**src/rtl/sd_tagdemux_pkg.sv**
```systemverilog
// rtl/sd_tagdemux_pkg.sv - shared constants and helpers for the tag demux
// Counter width applies when SD_TAGDEMUX_COUNT_EN is defined.
package sd_tagdemux_pkg;

  localparam int CNT_W = 16;
  // Widest data word the helpers below accept.
  localparam int MAX_W = 256;

  function automatic int unsigned tag_of(input logic [MAX_W-1:0] data,
                                         input int width,
                                         input int tag_sz);
    logic [MAX_W-1:0] sh;
    sh = data >> (width - tag_sz);
    return 32'(sh) & ((32'd1 << tag_sz) - 32'd1);
  endfunction

  // All ones when passing data through; otherwise clears the tag field.
  function automatic logic [MAX_W-1:0] strip_mask(input int width,
                                                  input int tag_sz,
                                                  input int strip);
    logic [MAX_W-1:0] m;
    m = '1;
    if (strip != 0) m = (MAX_W'(1) << (width - tag_sz)) - MAX_W'(1);
    return m;
  endfunction

endpackage

```
**src/rtl/sd_tagdemux_slot.sv**
```systemverilog
// rtl/sd_tagdemux_slot.sv - one-word holding register for a single output port
// A load always wins over a drain, so a simultaneous drain and fill keeps the slot full.
module sd_tagdemux_slot #(
  parameter int width = 8
) (
  input  logic             clk,
  input  logic             reset,
  input  logic             load,
  input  logic [width-1:0] data,
  input  logic             p_drdy,
  output logic             p_srdy,
  output logic [width-1:0] p_data,
  output logic             ready
);

  logic full;

  always_ff @(posedge clk) begin
    if (reset) begin
      full   <= 1'b0;
      p_data <= '0;
    end else if (load) begin
      full   <= 1'b1;
      p_data <= data;
    end else if (p_drdy) begin
      full   <= 1'b0;
    end
  end

  assign p_srdy = full;
  assign ready  = ~full | p_drdy;

endmodule

```
**src/rtl/sd_tagdemux.sv**
```systemverilog
// rtl/sd_tagdemux.sv - tag-steered one-to-many srdy/drdy demux with per-port holding slots
// Optional per-port and drop counters: SD_TAGDEMUX_COUNT_EN
module sd_tagdemux
  import sd_tagdemux_pkg::*;
#(
  parameter int width   = 8,
  parameter int outputs = 4,
  parameter int tag_sz  = 2,
  parameter int strip   = 0
) (
  input  logic                     clk,
  input  logic                     reset,
  input  logic                     c_srdy,
  output logic                     c_drdy,
  input  logic [width-1:0]         c_data,
  output logic                     c_err,
  output logic [outputs-1:0]       p_srdy,
  input  logic [outputs-1:0]       p_drdy,
  output logic [outputs*width-1:0] p_data
`ifdef SD_TAGDEMUX_COUNT_EN
  ,
  output logic [outputs*CNT_W-1:0] cnt_out,
  output logic [CNT_W-1:0]         cnt_drop
`endif
);

  localparam logic [MAX_W-1:0] STRIP_M = strip_mask(width, tag_sz, strip);

  int unsigned        tag;
  logic               tag_ok;
  logic               tgt_ready;
  logic               drop;
  logic [width-1:0]   word;
  logic [outputs-1:0] load;
  logic [outputs-1:0] ready;

  assign tag    = tag_of(MAX_W'(c_data), width, tag_sz);
  assign tag_ok = tag < unsigned'(outputs);
  assign word   = c_data & STRIP_M[width-1:0];

  // Only the addressed slot's ready is consulted; decode is gated by c_srdy.
  always_comb begin
    tgt_ready = 1'b0;
    load      = '0;
    for (int k = 0; k < outputs; k++) begin
      if (c_srdy && tag == unsigned'(k)) begin
        tgt_ready = ready[k];
        load[k]   = ~reset & ready[k];
      end
    end
  end

  assign c_drdy = ~reset & c_srdy & (tgt_ready | ~tag_ok);
  assign drop   = c_drdy & ~tag_ok;

  always_ff @(posedge clk) begin
    if (reset) c_err <= 1'b0;
    else       c_err <= drop;
  end

  for (genvar k = 0; k < outputs; k++) begin : g_slot
    sd_tagdemux_slot #(.width(width)) u_slot (
      .clk    (clk),
      .reset  (reset),
      .load   (load[k]),
      .data   (word),
      .p_drdy (p_drdy[k]),
      .p_srdy (p_srdy[k]),
      .p_data (p_data[k*width +: width]),
      .ready  (ready[k])
    );
  end

`ifdef SD_TAGDEMUX_COUNT_EN
  for (genvar k = 0; k < outputs; k++) begin : g_cnt
    logic [CNT_W-1:0] cnt;

    always_ff @(posedge clk) begin
      if (reset)                      cnt <= '0;
      else if (p_srdy[k] & p_drdy[k]) cnt <= cnt + CNT_W'(1);
    end

    assign cnt_out[k*CNT_W +: CNT_W] = cnt;
  end

  always_ff @(posedge clk) begin
    if (reset)     cnt_drop <= '0;
    else if (drop) cnt_drop <= cnt_drop + CNT_W'(1);
  end
`endif

endmodule
```
**config.mk**
```make
export PLATFORM = sky130hd
export DESIGN_NAME = sd_tagdemux
export DESIGN_NICKNAME = d
export VERILOG_FILES = /design/src/rtl/sd_tagdemux_pkg.sv /design/src/rtl/sd_tagdemux_slot.sv /design/src/rtl/sd_tagdemux.sv
export SDC_FILE = /design/constraint.sdc
export NUM_CORES = 1
export LEC_CHECK = 0
export ABC_AREA = 1
export CORE_ASPECT_RATIO = 1.1
export CORE_MARGIN = 1
export CORE_UTILIZATION = 37
export DETAILED_ROUTE_END_ITERATION = 10
export PLACE_DENSITY = 0.77
export SYNTH_ARGS = -nofsm -noshare
export SYNTH_HDL_FRONTEND = slang
export SYNTH_HIERARCHICAL = 1
export SYNTH_SLANG_ARGS = --single-unit
```
**constraint.sdc**
```tcl
create_clock -name clk -period 2.3 [get_ports clk]
set_input_delay 0.46 -clock clk [delete_from_list [all_inputs] [get_ports clk]]
set_output_delay 0.46 -clock clk [all_outputs]
set_load 0.01 [all_outputs]
```
==> flow_summary_export.csv <==
group,metric,value,unit
timing,post-route-worst-setup-slack,0.179,ns
timing,report.final.hold_viol_count,0,
clocking,cts.sinks,36,
timing,rsz0062_at_grt,"no",
yosys,synth_mux_area_frac,0,
route,first_pass_iters,4,
yosys,synthAdderAreaFrac,0,
pwr,peakVddDrop,0.343,mV
route,wl,3.41,mm
die,die_w,59.1,um
timing,finalCritPeriodShare,0.922,
clocking,numCtsBuffers,5,
yosys,synth_compound_area_frac,0.158,
clocking,clockBufferDepth,2,
yosys,synth-seq-area-share,0.543,
yosys,yosysMostFrequentCell,"nor2_1",
yosys,syn-num-nets,191,
die,die_h,64.8,um
yosys,synth_area,1330,um^2
worst_setup_path,cpPeakStageDelay,0.51,ns
yosys,synth_area_leaders,"dfxtp_1 (54%), nor2_1 (20%), o21ai_0 (12%), inv_1 (3.4%), a21oi_2 (3.3%)",
route,num_vias,1336,
worst_setup_path,cp.depth,8,
yosys,synth_edf_count,0,
yosys,syn_avg_cell_area,7.54,um^2
die,fp.dieArea,3830,um^2
timing,setup_tns,0,ns
route,drcViolationCount,0,
worst_setup_path,cp_slowest_cell,"clkdlybuf4s50_1",
grt,grt_pass1_wl,5.26,mm
route,dr.first_iter.drc_count,56,
worst_setup_path,crit_arrival,1.66,ns
worst_setup_path,crit_chain,"clkdlybuf4s50_1, inv_2, nor2_2, nand2_1, nand2_1, nor2_1, nor2_1, dlygate4sd2_1",
pwr,p_total,1.18,mW
yosys,syn_inst,176,
min_path,hold_class,"reg -> reg",
finish,area_delta_synth_final,56.8,%
grt,grt_pass1_vias,1173,
grt,antenna_found_initial,0,
pwr,power_density,567,nW/um^2
yosys,postSynth.asyncResetShare,0,
route,ant_nets,0,
status,status,"complete, no violations",
yosys,synth_top_area_frac,0.543,
clocking,root_buffer,"clkbuf_4",
yosys,synth_cell_types,13,
worst_setup_path,path_buf_inv,3,
clocking,htreeDepth,2,
worst_setup_path,critPathKind,"in -> out",
finish,final_area,2080,um^2
yosys,yosys_warnings,6,
yosys,synth_seq_cells,36,
yosys,synth_simple_gate_area_frac,0.242,
place,port_buffers,51,
clocking,cts_tree,"yes",
die,core_area,3390,um^2
grt,grt_usage,0.186,
yosys,netlist_top_cells_count,"nor2_1 (70), dfxtp_1 (36), o21ai_0 (33)",
grt,grt_max_degree,13,
worst_setup_path,crit_path_start_kind,"input pin",
place,placed_area,2020,um^2
route,viasPerCell,4.48,
yosys,synthFlopType,"dfxtp_1",
finish,post-route-util,0.614,
place,dp_slack,-0.116,ns
timing,slew_violations,0,
die,ioPinCount,53,
die,rows,22,
grt,grt_remaining_overflow,0,
worst_setup_path,ff2ff_path_depth,9,
finish,fill_cells,310,
clocking,hold_buffers,0,
worst_setup_path,crit_fanout,3,
timing,whs,0.503,ns
place,placed_cells,291,
timing,skew,0.00922,ns
pwr,leakagePower,0.936,nW
finish,drive_gt1_frac,0.140,
die,start_util,0.392,
route,wl_per_cell,11.4,um
timing,period_needed,2.12,ns
min_path,whs_path_depth,2,
yosys,synth_top_family_by_area,"simple AND/OR/NAND/NOR gates",
place,dp_hpwl,2.43,mm
place,gp_congestion,0.824,
yosys,yosys.area.top_type,"dfxtp_1",
timing,setup_viol,0,
worst_setup_path,crit_required,1.84,ns
yosys,synth-xor-area-share,0,
finish,antenna_cells,0,
finish,nNetsFinal,265,
clocking,clkTransAtPathRegs,0.10,ns
clocking,clock_latency,0.33,ns
finish,fin_cells,298,
timing,max_freq,0.472,GHz
run,cap_violations,0,
worst_setup_path,cp-end-kind,"output port",
worst_setup_path,crit_family,"buffers and inverters",
[sequential cells by signal (all words and copies together) (netlist names)]
register	count
g_slot.u_slot/p_srdy	4
g_slot.u_slot/p_data	32
[path summary, 6_finish.rpt]
kind	start	end	slack, ns
worst max-delay path	c_srdy	c_drdy	0.18
worst min-delay path	g_slot[1].u_slot/p_data[7]	g_slot[1].u_slot/p_data[7]	0.50
worst max register to register	g_slot[0].u_slot/p_srdy	g_slot[0].u_slot/p_data[6]	0.86
worst min register to register	g_slot[1].u_slot/p_data[7]	g_slot[1].u_slot/p_data[7]	0.50
[worst reg2reg max path: stages, from the launching register on]
cell,delay (ns)
dfxtp_1,0.32
nand2_1,0.08
inv_1,0.04
nor2_1,0.08
nand2_1,0.07
buf_4,0.13
nor2_1,0.27
inv_2,0.16
nor2_1,0.12
nor2_1,0.05
[metal layers]
metal	GRT usage	vias up	share of wire
met4	0.0744	0	0.017
met1	0.241	576	0.48
met5	0	-	0
met2	0.284	52	0.44
li1	-	701	-
met3	0.0579	7	0.064
[power by group]
part	leakage (nW)	internal, mW	switching, mW
registers	0.292	0.644	0.0105
logic	0.606	0.0818	0.0741
clock network	0.0374	0.173	0.196
total	0.936	0.899	0.280
[cells in the final DEF, fill, tap and decap left out]
cell	instances
nor2_1	70
clkdlybuf4s50_1	49
dfxtp_1	36
o21ai_0	33
buf_4	17
inv_1	12
nand2_1	9
inv_2	5
a21oi_2	5
clkbuf_4	5
clkbuf_8	2
dlygate4sd2_1	2
nand3_1	1
nor2_2	1
nor3b_1	1
nor4_1	1
conb_1	1
[cell type report]
cell class                      instances  area (um^2)  area share
Clock buffer                            7         65.1      0.0313
Inverter                               17         63.8      0.0307
Multi-Input combinational cell        122          534       0.257
Sequential cell                        36          721       0.347
Tap cell                               48         60.1      0.0289
Timing Repair Buffer                   68          636       0.306
[timing repair]
action	4_1_cts	5_1_grt
endpoints found under the setup margin	1	0
resized for setup	2	0
buffers inserted	0	0
[logic make-up (layout without fill, tap and decap cells)]
| logic type | count (synthesis) | in the layout |
|---|---|---|
| flip-flops | 36 | 36 |
| AO/OA/AOI/OAI | 38 | 38 |
| AND/OR/NAND/NOR | 83 | 83 |
| buffers and inverters | 18 | 92 |
| other | 1 | 1 |
Power figures use the tool's default switching activity.
